<file path="src/rtl/poly_div_127.sv">
// rtl/poly_div_127.sv - GF(2) polynomial divider, one dividend bit per cycle, MSB first
module poly_div_127 (
    input  logic         clk,
    input  logic         rst,
    input  logic         in_valid,
    output logic         in_ready,
    input  logic [126:0] dividend,
    input  logic [63:0]  divisor,
    output logic         out_valid,
    input  logic         out_ready,
    output logic [126:0] quotient,
    output logic [62:0]  remainder,
    output logic         div_by_zero
);

    localparam logic [1:0] IDLE = 2'd0;
    localparam logic [1:0] NORM = 2'd1;
    localparam logic [1:0] RUN  = 2'd2;
    localparam logic [1:0] DONE = 2'd3;

    logic [1:0]   state;
    logic [126:0] a_reg;
    logic [63:0]  b_reg;
    logic [126:0] q_reg;
    logic [63:0]  r_reg;
    logic [5:0]   d_reg;
    logic [6:0]   cnt;
    logic         dz_reg;

    logic [5:0]   msb_idx;
    logic [63:0]  t;
    logic         t_top;

    assign in_ready    = (state == IDLE);
    assign out_valid   = (state == DONE);
    assign quotient    = q_reg;
    assign remainder   = r_reg[62:0];
    assign div_by_zero = dz_reg;

    // Degree of the captured divisor: index of its highest set bit (0 when divisor is 0 or 1).
    always_comb begin
        msb_idx = 6'd0;
        for (int i = 0; i < 64; i++) begin
            if (b_reg[i]) begin
                msb_idx = 6'(i);
            end
        end
    end

    // One long-division step: shift the next dividend bit into the partial remainder.
    always_comb begin
        t     = {r_reg[62:0], a_reg[cnt]};
        t_top = t[d_reg];
    end

    // Control FSM and datapath registers.
    always_ff @(posedge clk or posedge rst) begin
        if (rst) begin
            state  <= IDLE;
            a_reg  <= '0;
            b_reg  <= '0;
            q_reg  <= '0;
            r_reg  <= '0;
            d_reg  <= '0;
            cnt    <= '0;
            dz_reg <= 1'b0;
        end else begin
            case (state)
                IDLE: begin
                    if (in_valid) begin
                        a_reg <= dividend;
                        b_reg <= divisor;
                        q_reg <= '0;
                        r_reg <= '0;
                        state <= NORM;
                    end
                end
                NORM: begin
                    d_reg  <= msb_idx;
                    dz_reg <= (b_reg == 64'd0);
                    // A zero divisor makes a single gated pass through RUN so its
                    // result appears two edges after acceptance.
                    cnt    <= (b_reg == 64'd0) ? 7'd0 : 7'd126;
                    state  <= RUN;
                end
                RUN: begin
                    if (!dz_reg) begin
                        q_reg[cnt] <= t_top;
                        r_reg      <= t ^ (t_top ? b_reg : 64'd0);
                    end
                    if (cnt == 7'd0) begin
                        state <= DONE;
                    end else begin
                        cnt <= cnt - 7'd1;
                    end
                end
                default: begin
                    if (out_ready) begin
                        state <= IDLE;
                    end
                end
            endcase
        end
    end

    // The partial remainder never reaches the divisor's degree, so its top bit must be clear.
    always @(posedge clk) begin
        if (!rst && state == DONE) begin
            assert (r_reg[63] == 1'b0);
        end
    end

endmodule
</file>
<file path="config.mk">
export PLATFORM = sky130hd
export DESIGN_NAME = poly_div_127
export DESIGN_NICKNAME = d
export VERILOG_FILES = /design/src/rtl/poly_div_127.sv
export SDC_FILE = /design/constraint.sdc
export NUM_CORES = 1
export LEC_CHECK = 0
export CAP_MARGIN = 30
export CORE_ASPECT_RATIO = 0.8
export CORE_MARGIN = 2
export CORE_UTILIZATION = 45
export DETAILED_ROUTE_END_ITERATION = 8
export GPL_TIMING_DRIVEN = 0
export PLACE_DENSITY = 0.76
export SKIP_LAST_GASP = 1
export SLEW_MARGIN = 20
export SYNTH_ARGS = -nofsm -noshare
export SYNTH_HDL_FRONTEND = slang
export SYNTH_SLANG_ARGS = --single-unit
</file>
<file path="constraint.sdc">
create_clock -name clk -period 16.3 [get_ports clk]
set_input_delay 3.26 -clock clk [delete_from_list [all_inputs] [get_ports clk]]
set_output_delay 3.26 -clock clk [all_outputs]
set_load 0.01 [all_outputs]
</file>
# After elaboration in Yosys (flattened, before gate mapping)
# Index checks and enable logic that the tools add are counted.
[op_classes] eq_ne=7 n_addsub=1 n_mux=84 bitwise=1 n_lt_le_gt_ge=3 reduce_logical=11
[ops] operator="2-to-1 mux 6 bit" n=62
[ops] operator="2-to-1 mux 127 bit" n=2
[ops] operator="case mux 127 bit (2 select lines)" n=1
[ops] operator="2-to-1 mux 63 bit" n=3
[ops] operator="bitwise mux 127 bit" n=1
[ops] operator="case mux 63 bit (2 select lines)" n=1
[ops] operator="logical NOT 64 bit" n=1
[ops] operator="bitwise XOR 63 bit" n=1
[ops] operator="2-to-1 mux 7 bit" n=2
[ops] operator="case mux 7 bit (2 select lines)" n=1
[ops] operator="less-than comparator 7 x 8 -> 1 bit, second input constant" n=1
[ops] operator="!= test 2 bit, second input constant" n=4
[ops] operator="binary-select mux 1 bit (select 7 bit)" n=1
[ops] operator="demux 1 bit (select 7 bit)" n=1
[ops] operator="greater-or-equal comparator 7 x 1 -> 1 bit, second input constant" n=1
[ops] operator="logical NOT 7 bit" n=1
[ops] operator="less-than comparator 6 x 7 -> 1 bit, second input constant" n=1
[ops] operator="subtractor 7 x 1 -> 7 bit, second input constant" n=1
[ops] operator="binary-select mux 1 bit (select 6 bit)" n=1
[ops] operator="2-to-1 mux 2 bit" n=3
[ops] operator="case mux 2 bit (3 select lines)" n=1
[ops] operator="AND reduction 3 bit" n=2
[ops] operator="equality test 2 bit, second input constant" n=2
[ops] operator="2-to-1 mux 1 bit" n=4
[ops] operator="other kinds (6)" n=8
[word_totals] output_inout_bits=193 wordCells=115 register_bits=397

# Depth between registers and ports, before layout
[depth] ltp_word=63 mapped_depth=15 depth_no_buf=9

# Worst setup path before layout
# OpenSTA, ideal clock, no wires.
[synth_path] path_kind="input port to flip-flop" from="in in_valid" to="reg q_reg[126], in the netlist quotient[126]" arrival_time_ps=4551 setup_slack_ps=11639 path_stages=8 required_ps=16190 path_buffers=3 cell_sequence="nor2b_1 -> a21oi_1 -> o21ai_0 -> clkbuf_1 -> clkbuf_1 -> clkbuf_1 -> a21oi_1 -> o41ai_1"
[synth_via] elab_chain_cells=2
[synth_lines] element="from (decl)" line_no="5" rtl="input logic in_valid,"
[synth_lines] element="!= test 2 bit (no source line)"
[synth_lines] element="AND reduction 3 bit (no source line)"
[synth_lines] element="to (signal, indexed assignment)" line_no="88" rtl="q_reg[cnt] <= t_top;"
[synth_lines] element="to (decl)" line_no="24" rtl="logic [126:0] q_reg;"
# Every way passes these cells.
# A chain may end at the register's enable or synchronous reset.

# Worst setup path after layout
[layout_path] from="in in_valid" to="reg q_reg[76], in the netlist quotient[76]"
# Same word-level chain as after synthesis.

==> impl_metrics.py <==
metrics = {
    "run_status": {
        "status": "finished clean",
    },
    "worst_setup_path": {
        "startpoint": "in_valid",
        "worst_r2r_endpoint": "quotient[76]$_DFFE_PP0P_",
        "crit_buf_inv": 2,
        "end_kind": "flop",
        "r2r_cells": 12,
        "cpMaxStageDelayCell": "nor3b_2",
        "critPathTopFamily": "simple AND/OR/NAND/NOR gates",
        "worstReg2RegStart": "cnt[1]$_DFFE_PP0P_",
        "cp.arrival_ns": 6.23,
        "rrSetupSlack_ns": 11.47,
        "worstPathMaxFanout": 10,
        "crit_chain": "clkdlybuf4s50_1, nor2b_1, a21oi_1, nand2_1, nor3b_2, nand2_1, clkbuf_2, o21ai_0",
        "path_class": "primary input to flop",
        "cpMostUsedCell": "nand2_1",
        "cp_slowest_stage_delay_ns": 0.73,
        "required_ns": 16.76,
        "start_kind": "primary input",
    },
    "die": {
        "dieWidth_um": 235,
        "start_util": 0.456,
        "die_height_um": 189,
        "die_area_mm2": 0.0443,
        "coreArea_mm2": 0.0420,
        "rows": 67,
        "io_pins": 388,
    },
    "detailed_routing": {
        "drtIter0Drc": 1864,
        "vias": 17000,
        "detail-route-antenna-nets": 0,
        "drt_pass1_iterations": 6,
        "met3WireLength_um": 6550,
        "wl_met1_um": 26700,
        "top_layer_used": "met5",
        "vias_per_cell": 5.95,
        "wl_um": 64600,
        "wire_per_inst_um": 22.6,
        "dr_wl_met2_um": 28900,
        "route.detailed.drc": 0,
    },
    "clock_tree": {
        "path_clk_slew_ns": 0.06,
        "cts_root_buf": "clkbuf_16",
        "ctsHtreeMaxLevel": 2,
        "cts_tree": "yes",
        "cts-hold-fix-buffers": 0,
        "postCtsSetupBuffers": 0,
        "cts_resized": 0,
        "cts.path.max_buffers": 3,
        "numCtsBuffers": 42,
        "clock_sinks": 397,
        "worstSkewPairLatency_ns": 0.55,
    },
    "synthesis": {
        "synthTopCellsByArea": "dfrtp_1 52%, mux2_2 12%, o21ai_0 8.6%, mux4_2 4.2%, a21oi_1 4.0%",
        "syn_area_mm2": 0.0192,
        "synth_edf_count": 0,
        "ys_ff_latch": 397,
        "synth_top_area_frac": 0.518,
        "yosysWarnings": 0,
        "yosysMostFrequentCell": "dfrtp_1",
        "synth.distinct_cells": 65,
        "yosysTopAreaCell": "dfrtp_1",
        "synth-seq-area-share": 0.518,
        "ys_async_sr_fraction": 1.00,
        "avgSynthCellArea_um2": 10.5,
        "syn_inst": 1831,
        "synthesis.nets": 2032,
        "synthTopCellsByCount": "397 x dfrtp_1, 330 x o21ai_0, 201 x mux2_2",
        "synthFlopType": "dfrtp_1",
    },
    "global_route": {
        "first_global_vias": 16900,
        "antenna_found_initial": 6,
        "grt_overflow_total": 0,
        "grt_pass1_wl_um": 99800,
        "grt_util_all_layers": 0.288,
        "grt_max_degree": 108,
    },
    "hold_path": {
        "hold_path.class": "flop to flop",
        "hold_end": "a_reg[65]$_DFFE_PP0P_",
        "worstHoldStart": "a_reg[65]$_DFFE_PP0P_",
        "holdPathStages": 1,
    },
    "layout": {
        "fillers": 3439,
        "fin_nets": 2469,
        "fin_util": 0.607,
        "drive_gt1_frac": 0.154,
        "area_delta_synth_final_pct": 33.0,
        "postLayoutCellArea_mm2": 0.0255,
    },
    "sta": {
        "fin_setup_tns_ns": 0,
        "finalSetupViolCount": 0,
        "tightest_slew_ns": 1.03,
        "finalHoldViolCount": 0,
        "post-route-period-util": 0.354,
        "period_minus_slack_ns": 5.77,
        "relSlewSlack": 0.313,
        "maxSlewViolCount": 0,
        "rsz0062_at_grt": "no",
        "skew_ns": 0.0133,
        "fmax_mhz": 173,
    },
    "placement": {
        "hpwl_um": 47100,
        "io_buffers": 387,
        "place_congestion": 0.940,
        "place_area_mm2": 0.0238,
    },
    "power": {
        "total_power_uw": 4120,
        "p_per_area_mw_per_mm2": 161,
        "power.leakage_uw": 0.0105,
        "peakVddDrop_mv": 0.0992,
    },
    "flow_run": {
        "maxCapViolCount": 0,
    },
}
## worst reg2reg max path: stages, from the launching register on
cell	delay (ns)
dfrtp_1	0.42
buf_4	0.23
buf_4	0.21
nand2b_1	0.20
nor2_1	0.61
a22oi_1	0.23
mux4_2	0.53
a32oi_1	0.44
a31oi_1	0.21
nor3b_2	0.62
nand2_1	0.43
clkbuf_2	0.38
o21ai_0	0.24
## per-layer routing
layer / track usage / vias up
met5: 0 / -
met4: 0.0986 / 4
met3: 0.0738 / 158
met2: 0.444 / 922
met1: 0.397 / 8467
li1: - / 7441
## worst max-delay path by stage
| stage | to | depth (start not counted) |
|---|---|---|
| after floorplan | a_reg[0]$_DFFE_PP0P_ | 1 |
| after global placement | quotient[52]$_DFFE_PP0P_ | 2 |
| after detailed placement | quotient[76]$_DFFE_PP0P_ | 8 |
| after CTS | quotient[69]$_DFFE_PP0P_ | 8 |
| after global routing | quotient[37]$_DFFE_PP0P_ | 8 |
| final | quotient[76]$_DFFE_PP0P_ | 8 |
## power breakdown
| part | leakage [µW] | internal (µW) | switching (µW) | total, µW |
|---|---|---|---|---|
| clock network | 0.000810 | 717 | 414 | 1130 |
| registers | 0.00507 | 1250 | 240 | 1490 |
| logic | 0.00458 | 635 | 862 | 1500 |
## final cells by class
cell class,instances,area (µm²),share of cell area
well taps,552,691,0.0271
clock inverters,21,389,0.0153
multi-input cells,1284,8610,0.338
clock buffers,57,1260,0.0494
flip-flops and latches,397,9930,0.389
repair buffers,393,3980,0.156
inverters,28,113,0.00441
diodes,4,10.0,0.000392
plain buffers,122,519,0.0204
## cells in the final DEF (no fill, tap or decap), types with 4 or more instances in the layout
cell type	instances
o21ai_0	330
nor4_1	11
and3_1	6
a221oi_1	9
xnor2_1	64
dfrtp_1	397
a31oi_1	12
ha_1	6
clkbuf_16	45
bufinv_16	11
clkinv_2	7
clkbuf_8	9
diode_2	4
mux4_2	36
nor3_1	20
buf_4	5
clkbuf_1	87
mux2_2	201
buf_2	17
inv_1	24
clkdlybuf4s50_1	387
a21oi_1	152
o31ai_1	6
or4_1	5
clkbuf_2	7
nand4_1	6
nand3_1	15
a211oi_1	5
nand2_1	187
buf_1	9
nor2_1	130
mux2i_1	11
nor2b_1	7
nand2b_1	6
## stage by stage
step	hold WS, ns	setup slack (ns)	std cells
3_3_place_gp	0.482	-2.50	2770
6_report	0.504	10.53	2858
2_1_floorplan	0.471	2.00	1831
5_1_grt	0.514	10.47	2857
4_1_cts	0.501	10.65	2853
3_5_place_dp	0.488	10.09	2775
## kinds of logic after synthesis
kind of cell	after synthesis	synth area share
AO/OA/AOI/OAI	560	0.159
XOR/XNOR	64	0.0292
flip-flops	397	0.518
buffers and inverters	150	0.0326
AND/OR/NAND/NOR	406	0.0912
multiplexers	248	0.166
adder cells (fa/ha/maj)	6	0.00392
No activity file was read; power rests on OpenSTA's default activity.
